`src/rtl/mps_pkg.sv`:
```
// mps_pkg: shared widths, instruction field positions and opcode
// enumeration for the MPS single-cycle core.
package mps_pkg;

  localparam int PC_W      = 8;
  localparam int DATA_W    = 8;
  localparam int INSN_W    = 16;
  localparam int REG_COUNT = 16;
  localparam int REG_AW    = $clog2(REG_COUNT);

  // Instruction field bit positions
  localparam int OP_MSB  = 15;
  localparam int OP_LSB  = 12;
  localparam int RD_MSB  = 11;
  localparam int RD_LSB  = 8;
  localparam int RS_MSB  = 7;
  localparam int RS_LSB  = 4;
  localparam int RT_MSB  = 3;
  localparam int RT_LSB  = 0;
  localparam int IMM_MSB = 7;
  localparam int IMM_LSB = 0;

  typedef enum logic [3:0] {
    OP_NOP  = 4'h0,
    OP_LDI  = 4'h1,
    OP_ADD  = 4'h2,
    OP_SUB  = 4'h3,
    OP_AND  = 4'h4,
    OP_OR   = 4'h5,
    OP_XOR  = 4'h6,
    OP_SHR  = 4'h7,
    OP_LD   = 4'h8,
    OP_ST   = 4'h9,
    OP_JMP  = 4'hA,
    OP_BZ   = 4'hB,
    OP_BNZ  = 4'hC,
    OP_ADDI = 4'hD,
    OP_MOV  = 4'hE,
    OP_HALT = 4'hF
  } opcode_e;

endpackage

```
`src/rtl/mps_regfile.sv`:
```
// mps_regfile: 16 x 8-bit register file.
// Ports:
//   clock_i       system clock
//   reset_i       synchronous active-high clear of all registers
//   we_i          write enable
//   waddr_i       write address
//   wdata_i       write data
//   raddr_rs_i/rt_i/rd_i   asynchronous read addresses
//   rdata_rs_o/rt_o/rd_o   asynchronous read data (pre-edge values)
module mps_regfile
  import mps_pkg::*;
(
  input  logic              clock_i,
  input  logic              reset_i,
  input  logic              we_i,
  input  logic [REG_AW-1:0] waddr_i,
  input  logic [DATA_W-1:0] wdata_i,
  input  logic [REG_AW-1:0] raddr_rs_i,
  input  logic [REG_AW-1:0] raddr_rt_i,
  input  logic [REG_AW-1:0] raddr_rd_i,
  output logic [DATA_W-1:0] rdata_rs_o,
  output logic [DATA_W-1:0] rdata_rt_o,
  output logic [DATA_W-1:0] rdata_rd_o
);

  logic [DATA_W-1:0] regs_q [REG_COUNT];

  always_ff @(posedge clock_i) begin
    if (reset_i) begin
      for (int i = 0; i < REG_COUNT; i++) begin
        regs_q[i] <= '0;
      end
    end else if (we_i) begin
      regs_q[waddr_i] <= wdata_i;
    end
  end

  assign rdata_rs_o = regs_q[raddr_rs_i];
  assign rdata_rt_o = regs_q[raddr_rt_i];
  assign rdata_rd_o = regs_q[raddr_rd_i];

endmodule

```
`src/rtl/mps_cpu.sv`:
```
// mps_cpu: single-cycle 8-bit core, 16-bit instructions, Harvard ports.
// Ports:
//   clock         system clock
//   reset         synchronous active-high; clears PC, halt and registers
//   imem_addr     current PC
//   imem_value    instruction at imem_addr (combinational)
//   dmem_addr     rs value for LD/ST, else 0
//   dmem_wenable  high for the whole cycle of an executing ST
//   dmem_rvalue   data at dmem_addr (combinational)
//   dmem_wvalue   rd value for ST, else 0
module mps_cpu
  import mps_pkg::*;
(
  input  logic              clock,
  input  logic              reset,
  output logic [PC_W-1:0]   imem_addr,
  input  logic [INSN_W-1:0] imem_value,
  output logic [PC_W-1:0]   dmem_addr,
  output logic              dmem_wenable,
  input  logic [DATA_W-1:0] dmem_rvalue,
  output logic [DATA_W-1:0] dmem_wvalue
);

  logic [PC_W-1:0]   pc_q, pc_d;
  logic              halted_q, halted_d;

  opcode_e           op;
  logic [REG_AW-1:0] rd_a, rs_a, rt_a;
  logic [DATA_W-1:0] imm;
  logic [DATA_W-1:0] rd_v, rs_v, rt_v;

  logic              wb_en;
  logic [DATA_W-1:0] wb_data;
  logic              exec;

  assign op   = opcode_e'(imem_value[OP_MSB:OP_LSB]);
  assign rd_a = imem_value[RD_MSB:RD_LSB];
  assign rs_a = imem_value[RS_MSB:RS_LSB];
  assign rt_a = imem_value[RT_MSB:RT_LSB];
  assign imm  = imem_value[IMM_MSB:IMM_LSB];

  mps_regfile u_regfile (
    .clock_i    (clock),
    .reset_i    (reset),
    .we_i       (wb_en),
    .waddr_i    (rd_a),
    .wdata_i    (wb_data),
    .raddr_rs_i (rs_a),
    .raddr_rt_i (rt_a),
    .raddr_rd_i (rd_a),
    .rdata_rs_o (rs_v),
    .rdata_rt_o (rt_v),
    .rdata_rd_o (rd_v)
  );

  // Decode, ALU and next-PC. Once halted, nothing but reset moves the core,
  // even if the instruction memory contents change underneath it.
  always_comb begin
    wb_en    = 1'b0;
    wb_data  = '0;
    pc_d     = pc_q + 8'd1;
    halted_d = halted_q;
    if (halted_q) begin
      pc_d = pc_q;
    end else begin
      case (op)
        OP_LDI:  begin wb_en = 1'b1; wb_data = imm;            end
        OP_ADD:  begin wb_en = 1'b1; wb_data = rs_v + rt_v;    end
        OP_SUB:  begin wb_en = 1'b1; wb_data = rs_v - rt_v;    end
        OP_AND:  begin wb_en = 1'b1; wb_data = rs_v & rt_v;    end
        OP_OR:   begin wb_en = 1'b1; wb_data = rs_v | rt_v;    end
        OP_XOR:  begin wb_en = 1'b1; wb_data = rs_v ^ rt_v;    end
        OP_SHR:  begin wb_en = 1'b1; wb_data = rs_v >> 1;      end
        OP_LD:   begin wb_en = 1'b1; wb_data = dmem_rvalue;    end
        OP_ADDI: begin wb_en = 1'b1; wb_data = rd_v + imm;     end
        OP_MOV:  begin wb_en = 1'b1; wb_data = rs_v;           end
        OP_JMP:  pc_d = imm;
        OP_BZ:   if (rd_v == '0) pc_d = imm;
        OP_BNZ:  if (rd_v != '0) pc_d = imm;
        OP_HALT: begin pc_d = pc_q; halted_d = 1'b1;           end
        default: ;
      endcase
    end
  end

  always_ff @(posedge clock) begin
    if (reset) begin
      pc_q     <= '0;
      halted_q <= 1'b0;
    end else begin
      pc_q     <= pc_d;
      halted_q <= halted_d;
    end
  end

  // Memory-side outputs depend only on registered state, imem_value and
  // reset; reset gating makes a ST in the reset cycle invisible immediately.
  assign exec         = !reset && !halted_q;
  assign dmem_wenable = exec && (op == OP_ST);
  assign dmem_addr    = (exec && (op == OP_LD || op == OP_ST)) ? rs_v : '0;
  assign dmem_wvalue  = dmem_wenable ? rd_v : '0;
  assign imem_addr    = pc_q;

endmodule

```
`config.mk`:
```
export PLATFORM = sky130hd
export DESIGN_NAME = mps_cpu
export DESIGN_NICKNAME = d
export VERILOG_FILES = /design/src/rtl/mps_pkg.sv /design/src/rtl/mps_regfile.sv /design/src/rtl/mps_cpu.sv
export SDC_FILE = /design/constraint.sdc
export NUM_CORES = 1
export LEC_CHECK = 0
export ABC_AREA = 1
export CORE_MARGIN = 8
export CORE_UTILIZATION = 30
export CTS_BUF_LIST = sky130_fd_sc_hd__clkbuf_4 sky130_fd_sc_hd__clkbuf_8
export DETAILED_ROUTE_END_ITERATION = 16
export MAX_ROUTING_LAYER = met4
export PLACE_DENSITY_LB_ADDON = 0.05
export SETUP_SLACK_MARGIN = 0.02
export SLEW_MARGIN = 0
export SYNTH_ARGS = -nofsm -noshare
export SYNTH_HDL_FRONTEND = slang
export SYNTH_HIERARCHICAL = 1
export SYNTH_SLANG_ARGS = --single-unit
```
`constraint.sdc`:
```
create_clock -name clock -period 4.6 [get_ports clock]
set_input_delay 0.92 -clock clock [delete_from_list [all_inputs] [get_ports clock]]
set_output_delay 0.92 -clock clock [all_outputs]
set_load 0.005 [all_outputs]
```
==> results.json, run 1 <==
{
  "hold_path.startpoint": "imem_addr[7]",
  "setup_ws_ps": 295,
  "slew_headroom_pct": 49.7,
  "synthDistinctLibCells": 38,
  "mux_cell_area_share_after_synthesis_pct": 0,
  "report.final.setup_viol": 0,
  "grt_overflow_total": 0,
  "syn_to_final_growth_pct": 20.0,
  "synth_sequential_area_ratio_pct": 36.0,
  "drive_above_1_share_pct": 9.74,
  "synth-simple-area-share_pct": 45.2,
  "pwr_density_cell_nw_per_um2": 284,
  "cts_sinks": 137,
  "finalInstanceArea_um2": 13400,
  "row_count": 70,
  "cts_made_buffers": 17,
  "worst_setup_path_start_kind": "input port",
  "critical_path_peak_fanout": 32,
  "cts_tree": "built",
  "synthesis.nets": 1784,
  "postSynth.asyncResetShare_pct": 0,
  "unrepaired_setup_endpoints_after_global_routing": "false",
  "synthesis.area_um2": 11200,
  "wire_per_inst_um": 21.3,
  "grt_max_degree": 69,
  "number_of_top_level_design_ports": 51,
  "number_of_antenna_violations_at_the_first_check_in_global_routing": 0,
  "synth_flop_cell": "edfxtp_1",
  "place_area_um2": 13000,
  "wire_length_of_the_first_global_routing_pass_um": 72900,
  "antenna_left": 0,
  "drt_drc_violations_left": 0,
  "cts_max_level": 4,
  "final_hold_viol_count": 0,
  "grt_pass1_vias": 11300,
  "via_per_inst": 5.12,
  "place_ws_ps": -105,
  "clkSlewWorstSetupHoldPaths_ps": 80,
  "worstReg2RegStart": "u_regfile/regs_q[6][0]",
  "cp_data_arrival_time_ps": 3380,
  "chipHeight_um": 209,
  "drt-initial-drc-count": 1081,
  "main_combinational_cell_family_by_area_after_synthesis": "simple AND/OR/NAND/NOR gates",
  "layout_common_cells": "nand2_1 (540), nand3_1 (379), inv_1 (232)",
  "final-max-slew-violation-count": 0,
  "total_power_mw": 3.81,
  "worstSkewPairLatency_ps": 500,
  "required_time_at_the_worst_slack_endpoint_ps": 3680,
  "cap_viol_max_count": 0,
  "run_status": "finished, final reports clean",
  "cts_repair_resize_count": 0,
  "yosys.area_share.xor_xnor_pct": 0.862,
  "final_net_count": 1875,
  "place.gp.congestion": 0.943,
  "layout.cells.most_common": "nand2_1",
  "critPathLaunch": "imem_value[5]",
  "worst_setup_path_end_kind": "output port",
  "fmaxAchievable_ghz": 0.232,
  "postSynthAreaPerCell_um2": 6.48,
  "dp_hpwl_um": 36400,
  "setup_total_negative_slack_ps": 0,
  "portion_of_the_clock_cycle_consumed_by_the_worst_path_in_the_final_layout_pct": 93.6,
  "area_fraction_in_compound_gates_after_synthesis_pct": 2.71,
  "placed_cells": 2264,
  "final_core_util_pct": 36.6,
  "worst_case_vdd_ir_drop_mv": 0.191,
  "gr-usage-all-layers_pct": 22.8,
  "worst_case_hold_slack_ps": 582,
  "synth_edf_count": 128,
  "core-area_um2": 36600,
  "effective_utilization_at_floorplan_pct": 30.5,
  "cts_setup_buffers": 0,
  "finalWorstPathRequiredPeriod_ps": 4300,
  "hold_path.class": "reg -> reg",
  "drt_wl_total_um": 48900,
  "drt-pass1-iter-count": 6,
  "yosysWarnings": 6,
  "finClkSkew_ps": 17.9,
  "total_via_count_after_detailed_routing": 11700,
  "dieArea_um2": 43700,
  "critical_path_class": "in -> out",
  "yosys.area_share.adder_pct": 3.94,
  "die_x_um": 209,
  "cts-hold-fix-buffers": 0,
  "cts.root.buffer_cell": "clkbuf_8",
  "synthesis.instances": 1724,
  "fill_cells": 4033,
  "leakage_nw": 6.43,
  "yosys_register_bits": 137,
  "final_cells": 2295,
  "worst-slew-pin-transition_ps": 752,
  "cts-root-to-sink-buffers": 2,
  "portBuffers": 50,
  "antennaDiodeCount": 0
}
==> final timing paths <==
kind	end	slack (ps)	cells after the start
setup / recovery	dmem_addr[2]	300	10
setup reg to reg	u_regfile/regs_q[12][7]	1120	22
hold reg to reg	imem_addr[7]	580	4
hold / removal	imem_addr[7]	580	4
==> per-layer routing <==
metal  part of all wire [%]  routed length (um)  GRT usage, %  vias up
li1                       -                   -             -     5699
met1                     47               23100          30.8     5584
met5                      0                   0             -        -
met4                    3.1                1510          8.46        0
met2                     44               21700          34.6      399
met3                    5.3                2610          2.87       57
==> critical path, stage by stage <==
cell	delay, ps
clkdlybuf4s50_1	540
inv_1	160
buf_12	230
nand3_1	110
nand3_1	140
nand3_1	170
nand2_1	260
inv_1	160
nor2_1	140
clkdlybuf4s50_1	530
==> kinds of logic (layout without fill, tap and decap cells) <==
family | Yosys count | after routing
adder cells (fa/ha/maj) | 34 | 34
XOR/XNOR | 11 | 11
buffers and inverters | 322 | 425
flip-flops | 137 | 137
AO/OA/AOI/OAI | 52 | 52
AND/OR/NAND/NOR | 1168 | 1168
==> cells in the mapped netlist, types with 6 or more instances <==
master,number,area share [%]
nand2_1,540,18
nand3_1,379,17
inv_1,232,7.8
nor2_1,194,6.5
edfxtp_1,128,34
buf_2,40,1.8
clkbuf_1,39,1.3
ha_1,32,3.6
nand2_2,20,1.1
o21ai_0,19,0.85
a21oi_1,17,0.76
nand4_1,16,0.90
dfxtp_1,9,1.6
xor2_1,7,0.55
inv_2,6,0.20
==> sequential cells by signal, summed over array words and instances (netlist names) <==
name and cells:
u_regfile/regs_q 128, halted_q 1, imem_addr 8
==> where the power goes <==
group	internal, mW	switching, mW	total, mW
clock	0.596	0.517	1.11
sequential	1.41	0.0233	1.43
combinational	0.440	0.822	1.26
==> cell type report <==
class / count / area, um^2 / share of cell area [%]
Clock buffer: 19 / 249 / 1.86
Clock inverter: 12 / 175 / 1.31
Inverter: 238 / 893 / 6.66
Multi-Input combinational cell: 1265 / 5890 / 43.9
Sequential cell: 137 / 4020 / 30.0
Tap cell: 468 / 586 / 4.37
Timing Repair Buffer: 156 / 1590 / 11.9
Power figures use the tool's default switching activity.
==> inputs of run 2 (changes only) <==
- clock period: 4.6 -> 5 ns (I/O delays scaled with it)
==> run 2 against run 1 <==
Net effect: non-clock buffer count shrank 43; clock power shrank 4%; combinational power shrank 12%; worst setup slack gained 230 ps; worst hold slack gained 11 ps; die area is the same; register-to-register slack gained 290 ps; clock skew shrank 1.1 ps; final area shrank 2.7%; wire length grew 1.0%; critical endpoint is now dmem_addr[7].
==> results.json, run 2 (synthesized netlist as in run 1, its figures left out) <==
{
  "critical_path_max_stage_delay_ps": 540,
  "finalWorstPathRequiredPeriod_ps": 4480,
  "antennaDiodeCount": 0,
  "largest_reg_flops": 128,
  "worst_setup_path_end_kind": "output port",
  "gr-usage-all-layers_pct": 23.0,
  "antenna_left": 0,
  "worst_setup_path_start_kind": "input port",
  "power.share.combinational_pct": 31.7,
  "cts.root.buffer_cell": "clkbuf_8",
  "final_net_count": 1832,
  "clkSlewWorstSetupHoldPaths_ps": 80,
  "portBuffers": 50,
  "drt-initial-drc-count": 1007,
  "worst-slew-pin-transition_ps": 845,
  "place_area_um2": 12600,
  "report.final.setup_viol": 0,
  "layout_common_cells": "nand2_1 (540), nand3_1 (379), inv_1 (232)",
  "hold_path.class": "reg -> reg",
  "placed_cells": 2221,
  "total_via_count_after_detailed_routing": 11800,
  "wire_length_of_the_first_global_routing_pass_um": 73500,
  "effective_utilization_at_floorplan_pct": 30.5,
  "dieArea_um2": 43700,
  "cts-hold-fix-buffers": 0,
  "setup_total_negative_slack_ps": 0,
  "slew_headroom_pct": 43.5,
  "setup_ws_ps": 523,
  "crit_path_top_delay_cell": "clkdlybuf4s50_1",
  "pwr_density_cell_nw_per_um2": 268,
  "syn_to_final_growth_pct": 16.8,
  "cts_setup_buffers": 0,
  "via_per_inst": 5.23,
  "cpMostUsedCell": "nand3_1",
  "required_time_at_the_worst_slack_endpoint_ps": 4000,
  "wire_per_inst_um": 21.9,
  "grt_pass1_vias": 11300,
  "drt_drc_violations_left": 0,
  "fill_cells": 3981,
  "final_core_util_pct": 35.6,
  "worst_case_hold_slack_ps": 593,
  "cts_max_level": 4,
  "dp_hpwl_um": 35300,
  "run_status": "finished, final reports clean",
  "globalRoute.busiestLayer": "met2",
  "cp_data_arrival_time_ps": 3480,
  "place.gp.congestion": 0.914,
  "total_power_mw": 3.49,
  "final-max-slew-violation-count": 0,
  "critical_path_peak_fanout": 32,
  "number_of_antenna_violations_at_the_first_check_in_global_routing": 0,
  "power.clock.fraction_pct": 30.5,
  "cts-root-to-sink-buffers": 2,
  "drt_wl_total_um": 49400,
  "unrepaired_setup_endpoints_after_global_routing": "false",
  "chipHeight_um": 209,
  "swShare_pct": 35.7,
  "globalRouteMet2Util_pct": 35.5,
  "register_with_the_highest_flop_count": "u_regfile/regs_q",
  "grt_overflow_total": 0,
  "die_x_um": 209,
  "cap_viol_max_count": 0,
  "leakage_nw": 6.23,
  "number_of_top_level_design_ports": 51,
  "final_hold_viol_count": 0,
  "fmaxAchievable_ghz": 0.223,
  "sequentialPowerShare_pct": 37.7,
  "layout.cells.most_common": "nand2_1",
  "power.switching_mw": 1.25,
  "cts_repair_resize_count": 0,
  "drt-pass1-iter-count": 5,
  "drive_above_1_share_pct": 7.51,
  "core-area_um2": 36600,
  "place_ws_ps": 204,
  "final_cells": 2253,
  "worstSkewPairLatency_ps": 490,
  "cell_internal_power_mw": 2.25,
  "cts_tree": "built",
  "cts_sinks": 137,
  "finalInstanceArea_um2": 13000,
  "cts_made_buffers": 17,
  "grt_max_degree": 69,
  "globalRouteMet3Util_pct": 3.01,
  "crit_path_cell_trace": "clkdlybuf4s50_1 -> inv_1 -> buf_12 -> nand3_1 -> nand3_1 -> nand3_1 -> nand2_1 -> inv_1 -> nor2_1 -> clkdlybuf4s50_1",
  "worst_case_vdd_ir_drop_mv": 0.166,
  "critical_path_class": "in -> out",
  "grt.met1_usage_pct": 31.3,
  "row_count": 70,
  "portion_of_the_clock_cycle_consumed_by_the_worst_path_in_the_final_layout_pct": 89.5,
  "finClkSkew_ps": 16.8
}
-- run 2: cell type report --
class | count | area [um^2] | share of cell area (%)
Multi-Input combinational cell | 1265 | 5890 | 45.1
Sequential cell | 137 | 4020 | 30.8
Timing Repair Buffer | 113 | 1210 | 9.26
Inverter | 238 | 893 | 6.85
Tap cell | 468 | 586 | 4.49
Clock buffer | 18 | 241 | 1.85
Clock inverter | 14 | 204 | 1.56
-- run 2: layer usage --
metal,vias to the layer above,wire (um)
met5,-,0
met1,5645,23000
li1,5627,-
met4,0,1080
met3,50,3080
met2,469,22300
-- run 2: worst max-delay path: cells and delay by family --
kind | cells | cell delay (ps)
AND/OR/NAND/NOR | 5 | 860
buffers and inverters | 5 | 1580
-- run 2: power by group through the flow --
stage / Clock (mW) / Sequential [mW] / Combinational [mW]
4_1_cts: 1.10 / 1.32 / 1.10
3_3_place_gp: 0 / 1.34 / 1.10
2_1_floorplan: 0 / 1.34 / 0.622
6_report: 1.07 / 1.32 / 1.11
5_1_grt: 1.13 / 1.32 / 1.21
3_5_place_dp: 0 / 1.34 / 1.10
-- run 2: path summary, 6_finish.rpt --
path,start,to,slack (ps),depth (start not counted)
worst min register to register,imem_addr[7],imem_addr[7],590,4
worst max-delay path,imem_value[5],dmem_addr[7],520,10
worst max register to register,u_regfile/regs_q[3][0],u_regfile/regs_q[13][7],1410,22
worst min-delay path,imem_addr[7],imem_addr[7],590,4
